File: src/rtl/merge_select_arbiter_if.sv
// Request, select-token and status signals of the two-input merge scheduler.
// master: requesters / S bridge / merge side; slave: the scheduler itself.
interface merge_select_arbiter_if #(
    parameter int unsigned LEN_W = 4
);
    logic             req0_valid;
    logic [LEN_W-1:0] req0_len;
    logic             req0_ack;
    logic             req1_valid;
    logic [LEN_W-1:0] req1_len;
    logic             req1_ack;
    logic             s_valid;
    logic             s_data;
    logic             s_ready;
    logic             flit_done;
    logic             busy;
    logic             grant_id;
    logic             err;

    modport master (
        output req0_valid, req0_len, req1_valid, req1_len, s_ready, flit_done,
        input  req0_ack, req1_ack, s_valid, s_data, busy, grant_id, err
    );

    modport slave (
        input  req0_valid, req0_len, req1_valid, req1_len, s_ready, flit_done,
        output req0_ack, req1_ack, s_valid, s_data, busy, grant_id, err
    );
endinterface

File: src/rtl/merge_select_arbiter.sv
// Round-robin packet scheduler for a 2-input NoC merge: grants one input,
// issues a select token, then holds the grant until len+1 flits complete.
module merge_select_arbiter #(
    parameter int unsigned LEN_W = 4
) (
    input logic                   CLK,
    input logic                   RESET,
    merge_select_arbiter_if.slave bus
);
    typedef enum logic [1:0] {
        IDLE  = 2'd0,
        ISSUE = 2'd1,
        BUSY  = 2'd2
    } state_t;

    state_t           state;
    logic             prio;
    logic             grant_id;
    logic [LEN_W-1:0] cnt;
    logic             err;
    logic             s_valid;
    logic             ack0;
    logic             ack1;
    logic             busy;

    logic             winner;
    logic [LEN_W-1:0] win_len;
    logic             any_req;

    // Winner selection: a lone requester wins, contention is settled by prio.
    always_comb begin
        winner  = 1'b0;
        any_req = bus.req0_valid | bus.req1_valid;
        if (bus.req0_valid && bus.req1_valid) begin
            winner = prio;
        end else begin
            winner = bus.req1_valid;
        end
        win_len = winner ? bus.req1_len : bus.req0_len;
    end

    // Scheduler FSM with all outputs registered alongside the state.
    always_ff @(posedge CLK) begin
        if (RESET) begin
            state    <= IDLE;
            prio     <= 1'b0;
            grant_id <= 1'b0;
            cnt      <= '0;
            err      <= 1'b0;
            s_valid  <= 1'b0;
            ack0     <= 1'b0;
            ack1     <= 1'b0;
            busy     <= 1'b0;
        end else begin
            ack0 <= 1'b0;
            ack1 <= 1'b0;
            case (state)
                IDLE: begin
                    if (bus.flit_done) begin
                        err <= 1'b1;
                    end
                    if (any_req) begin
                        grant_id <= winner;
                        cnt      <= win_len;
                        ack0     <= ~winner;
                        ack1     <= winner;
                        s_valid  <= 1'b1;
                        busy     <= 1'b1;
                        state    <= ISSUE;
                    end
                end
                ISSUE: begin
                    if (bus.flit_done) begin
                        err <= 1'b1;
                    end
                    if (bus.s_ready) begin
                        s_valid <= 1'b0;
                        state   <= BUSY;
                    end
                end
                BUSY: begin
                    if (bus.flit_done) begin
                        if (cnt == '0) begin
                            prio  <= ~grant_id;
                            busy  <= 1'b0;
                            state <= IDLE;
                        end else begin
                            cnt <= cnt - LEN_W'(1);
                        end
                    end
                end
                default: begin
                    s_valid <= 1'b0;
                    busy    <= 1'b0;
                    state   <= IDLE;
                end
            endcase
        end
    end

    assign bus.req0_ack = ack0;
    assign bus.req1_ack = ack1;
    assign bus.s_valid  = s_valid;
    assign bus.s_data   = grant_id;
    assign bus.busy     = busy;
    assign bus.grant_id = grant_id;
    assign bus.err      = err;
endmodule

File: src/flat_wrapper.sv
// flat-port wrapper written by rule: the top's interface ports become plain ports
module merge_select_arbiter_flat 
#(
    parameter int unsigned LEN_W = 4
)
  (CLK, RESET, bus_req0_valid, bus_req0_len, bus_req1_valid, bus_req1_len, bus_s_ready, bus_flit_done, bus_req0_ack, bus_req1_ack, bus_s_valid, bus_s_data, bus_busy, bus_grant_id, bus_err);
  merge_select_arbiter_if #(.LEN_W(LEN_W)) bus_i ();
  input logic CLK;
  input logic RESET;
  input wire logic [$bits(bus_i.req0_valid)-1:0] bus_req0_valid;
  input wire logic [$bits(bus_i.req0_len)-1:0] bus_req0_len;
  input wire logic [$bits(bus_i.req1_valid)-1:0] bus_req1_valid;
  input wire logic [$bits(bus_i.req1_len)-1:0] bus_req1_len;
  input wire logic [$bits(bus_i.s_ready)-1:0] bus_s_ready;
  input wire logic [$bits(bus_i.flit_done)-1:0] bus_flit_done;
  output wire logic [$bits(bus_i.req0_ack)-1:0] bus_req0_ack;
  output wire logic [$bits(bus_i.req1_ack)-1:0] bus_req1_ack;
  output wire logic [$bits(bus_i.s_valid)-1:0] bus_s_valid;
  output wire logic [$bits(bus_i.s_data)-1:0] bus_s_data;
  output wire logic [$bits(bus_i.busy)-1:0] bus_busy;
  output wire logic [$bits(bus_i.grant_id)-1:0] bus_grant_id;
  output wire logic [$bits(bus_i.err)-1:0] bus_err;
  assign bus_i.req0_valid = bus_req0_valid;
  assign bus_i.req0_len = bus_req0_len;
  assign bus_i.req1_valid = bus_req1_valid;
  assign bus_i.req1_len = bus_req1_len;
  assign bus_i.s_ready = bus_s_ready;
  assign bus_i.flit_done = bus_flit_done;
  assign bus_req0_ack = bus_i.req0_ack;
  assign bus_req1_ack = bus_i.req1_ack;
  assign bus_s_valid = bus_i.s_valid;
  assign bus_s_data = bus_i.s_data;
  assign bus_busy = bus_i.busy;
  assign bus_grant_id = bus_i.grant_id;
  assign bus_err = bus_i.err;
  merge_select_arbiter #(.LEN_W(LEN_W)) u_core (.CLK(CLK), .RESET(RESET), .bus(bus_i));
endmodule
File: config.mk
export PLATFORM = sky130hd
export DESIGN_NAME = merge_select_arbiter_flat
export DESIGN_NICKNAME = d
export VERILOG_FILES = /design/src/rtl/merge_select_arbiter_if.sv /design/src/rtl/merge_select_arbiter.sv /design/src/flat_wrapper.sv
export SDC_FILE = /design/constraint.sdc
export NUM_CORES = 1
export LEC_CHECK = 0
export ABC_AREA = 1
export BUFFER_PORTS_ARGS = -buffer_cell sky130_fd_sc_hd__buf_2
export CORE_MARGIN = 3
export CORE_UTILIZATION = 29
export CTS_CLUSTER_SIZE = 25
export DETAILED_ROUTE_END_ITERATION = 7
export SLEW_MARGIN = 20
export SYNTH_ARGS = -nofsm -noshare
export SYNTH_HDL_FRONTEND = slang
export SYNTH_SLANG_ARGS = --single-unit
export TNS_END_PERCENT = 5
File: constraint.sdc
create_clock -name CLK -period 1.37 [get_ports CLK]
set_input_delay 0.137 -clock CLK [delete_from_list [all_inputs] [get_ports CLK]]
set_output_delay 0.137 -clock CLK [all_outputs]
set_load 0.02 [all_outputs]
# Word level (Yosys, flattened, before mapping)

Index checks and enable logic that the tools add are counted.

Register bits: 13
Bits of input ports: 14
Output and inout port bits: 7
Logic and storage cells: 54

Add/subtract/negate cells: 1
Equality and inequality tests: 7
Muxes and demuxes: 17
Bitwise gates (word level): 7
Reductions and logical operators: 13

Operators with widths:

| operator                                         | count |
|---|---|
| two-way mux 4 bit                                | 4 |
| AND reduction 4 bit                              | 3 |
| two-way mux 2 bit                                | 4 |
| case mux 4 bit (2 select lines)                  | 1 |
| != test 2 bit, second input constant             | 3 |
| inverter 1 bit                                   | 6 |
| case mux 1 bit (3 select lines)                  | 2 |
| case mux 2 bit (3 select lines)                  | 1 |
| AND reduction 3 bit                              | 2 |
| two-way mux 1 bit                                | 5 |
| logical NOT 4 bit                                | 1 |
| != test 2 x 1 -> 1 bit, second input constant    | 2 |
| AND reduction 2 bit                              | 2 |
| subtractor 4 x 1 -> 4 bit, second input constant | 1 |
| OR reduction 3 bit                               | 1 |
| == test 2 x 1 -> 1 bit, second input constant    | 1 |
| == test 2 bit, second input constant             | 1 |
| logical NOT 2 bit                                | 1 |
| nonzero test 2 bit                               | 1 |
| OR reduction 2 bit                               | 1 |
| logical AND 1 bit                                | 1 |
| bitwise OR 1 bit                                 | 1 |

# Depth between registers and ports, before layout

Depth after elaboration: 5
Mapped depth: 9
Depth with buffers taken out: 9

# Worst setup path before layout

Ideal clock, no wire load.

Kind: register -> register
Start point: register u_core.cnt[0]
End point: register u_core.cnt[0]
Setup time: 0.116 ns
Arrival time: 1.037 ns
Data required time: 1.254 ns
Slack: 0.217 ns
Cell stages (with the launch flop): 9
Path buffers: 0
Clock period less this slack: 1.153 ns
Path through: dfxtp_1 > inv_1 > ha_1 > nand3_2 > nand2_2 > nor2_4 > inv_2 > nor2_1 > nor2_1

Word-level cells in the longest chain between the ends: 4
Elaborated cells between the ends (all ways): 7
Classes of those cells: add/sub (1); eq/ne (1); mux (3); reduce/logical (2)

RTL lines:

| item                            | line                       | source |
|---|---|---|
| from (decl)                     | merge_select_arbiter.sv:19 | `logic [LEN_W-1:0] cnt;` |
| from (signal assigned)          | merge_select_arbiter.sv:64 | `cnt <= win_len;` |
| from (signal assigned)          | merge_select_arbiter.sv:88 | `cnt <= cnt - LEN_W'(1);` |
| subtractor 4 x 1 -> 4 bit       | merge_select_arbiter.sv:88 |  |
| two-way mux 4 bit               | merge_select_arbiter.sv:83 | `if (cnt == '0) begin` |
| two-way mux 4 bit               | merge_select_arbiter.sv:82 | `if (bus.flit_done) begin` |
| case mux 4 bit (2 select lines) | merge_select_arbiter.sv:57 | `case (state)` |

Several ways; a longest one is shown, not always the timed one. The select of a mux whose other input is x is not followed.
A chain may end at the register's enable or synchronous reset.

# Final worst setup path

Ends and elaborated chain as after synthesis.

==> reports/metrics.cfg <==
[timing]
hold_violations = 0
setup_tns_ns = 0
fmax_mhz = 787
fin_crit_ns = 1.27
whs_ns = 0.0974
rsz0062_at_grt = no
slew_viol_final = 0
max-slew-margin-rel_pct = 81.2
worst_slew_pin_slew_ns = 0.281
finalCritPeriodShare_pct = 92.7
setup_violations = 0
finalClockSkew_ns = 0.00386
fin_ws_ns = 0.0993

[detailed_routing]
met2_length_um = 702
drt-met1-wl_um = 763
drt_iter0_drc = 10
wl_per_cell_um = 10.2
drtAntennaViolNets = 0
top_layer_used = met4
drt_wl_total_um = 1590
first_pass_iters = 4
wl_met3_um = 109
vias_per_cell = 4.46
dr_total_vias = 692
drc = 0

[yosys]
syn_area_per_cell_um2 = 6.86
ys_seq_area_share_pct = 36.5
synth_common_cells = nand2_1, inv_1, dfxtp_1, nor2_1, nand3_1
syn_nets = 119
synth-main-ff-cell = dfxtp_1
netlist_area_um2 = 713
ys_ff_latch = 13
synthArstFlopShare_pct = 0
synth_most_common_cell = nand2_1
synthCells = 104
synth_edf_count = 0
yosysUniqueCellTypes = 21
synthTopCellsByArea = dfxtp_1, nand2_1, inv_1, nor2_1, nand3_1
yosys_warnings = 0
synth_top_cell_area_share_pct = 36.5
synth_top_cell_by_area = dfxtp_1

[placed_design]
place_congestion = 0.834
dp_cells = 151
place_area_um2 = 843
buffer_ports.inserted = 20
pre_cts_slack_ns = 0.129
dp_hpwl_um = 1240

[worst_setup_path]
worstPathArrival_ns = 1.45
path_class = flip-flop to flip-flop
cp.required_ns = 1.55
crit_path_start_kind = flip-flop
endpoint_kind = flip-flop
crit_fanout = 6

[clock_network]
cts_sinks = 13
root_buffer = clkbuf_4
cts_max_path_buffers = 2
postCtsSetupRepairBufs = 0
clk_latency_ns = 0.28
numCtsBuffers = 3
holdBufCountCts = 0
post_cts_resized = 0
clk_pin_slew_ns = 0.09
cts_tree = done
htreeDepth = 1

[grt]
overflow = 0
grtUsageTotal_pct = 10.5
grt_pass1_wl_um = 2620
grt_max_degree = 10
grt_pass1_vias = 612
grt_antenna_before_repair = 0

[final_layout]
antenna_cells = 0
area_growth_pct = 22.1
multi_input_area_um2 = 380
fin_area_um2 = 871
final_core_util_pct = 38.3
drive_gt1_share_pct = 28.3
layoutNonFillerInstCount = 155
layout.nets = 143
seq_area_um2 = 260
fillCellCount = 247

[flow_run]
cap_violations = 0

[power]
power_mw = 1.04
p_leak_nw = 0.445
cellPowerDensity_nw_per_um2 = 1200
ir_drop_mv = 0.669

[hold_path]
hold_class = primary input to flip-flop

[outcome]
outcome = complete, no violations

[die]
start_util_pct = 31.3
core-area_um2 = 2280
fp.dieW_um = 55.6
die_h_um = 55.6
die_area_um2 = 3090
fp-row-count = 17
io_pins = 21

## logic make-up (layout without fill, tap and decap cells)
| kind of cell | count (synthesis) | in the layout | share of synthesized area, % |
|---|---|---|---|
| AOI/OAI and AO/OA | 18 | 18 | 13.0 |
| DFF | 13 | 13 | 36.5 |
| xor gates and xnor gates | 1 | 1 | 1.23 |
| adders and majority gates | 1 | 1 | 1.75 |
| and+or+nand+nor | 53 | 53 | 37.4 |
| buffers and inverters | 18 | 41 | 10.2 |
## per-layer routing
metal	vias to the layer above	track usage (%)
met1	291	13.1
met3	2	4.87
met5	-	0
li1	377	-
met4	0	3.13
met2	22	15.9
## placed cells by master, fill, tap and decap left out, types with 2 or more instances in the layout
master	Yosys	layout
a21oi_1	7	7
inv_1	14	14
o21ai_0	7	7
buf_2	1	20
nor2_1	13	13
nand3b_1	2	2
o21ai_1	3	3
nor2_4	2	2
dfxtp_1	13	13
nand2_2	3	3
nand2_1	19	19
nand3_1	9	9
inv_2	2	2
clkbuf_4	0	3
nor3_2	2	2
## flip-flops by register name (all words and copies together), names as in the netlist
register and cells:
u_core.bus.s_valid 1, u_core.cnt 4, u_core.bus.grant_id 1, u_core.state 2, u_core.bus.busy 1, u_core.prio 1, u_core.bus.err 1, u_core.bus.req0_ack 1
u_core.bus.req1_ack 1
## power breakdown
part / switching [mW] / internal [mW]
Combinational: 0.205 / 0.128
Sequential: 0.0367 / 0.427
Clock: 0.138 / 0.108
## final cells by class
cell class,count,area share (%)
Multi-Input combinational cell,73,43.7
Sequential cell,13,29.9
Timing Repair Buffer,21,12.4
Inverter,16,6.90
Tap cell,28,4.02
Clock buffer,3,2.59
Clock inverter,1,0.575
## worst max-delay path, stage by stage, from the launching register on
cell     delay, ns
dfxtp_1       0.34
inv_1         0.08
ha_1          0.25
nand3_2       0.10
nand2_2       0.07
nor2_4        0.14
inv_2         0.05
nor2_1        0.10
nor2_1        0.05
## path summary, 6_finish.rpt
kind / endpoint / from / cells after the start / slack [ns]
max: u_core.cnt[0] / u_core.cnt[0] / 8 / 0.1
min: u_core.cnt[2] / RESET / 2 / 0.1
max reg2reg: u_core.cnt[0] / u_core.cnt[0] / 8 / 0.1
min reg2reg: u_core.bus.busy / u_core.bus.busy / 2 / 0.48
(Power assumes the default switching activity.)
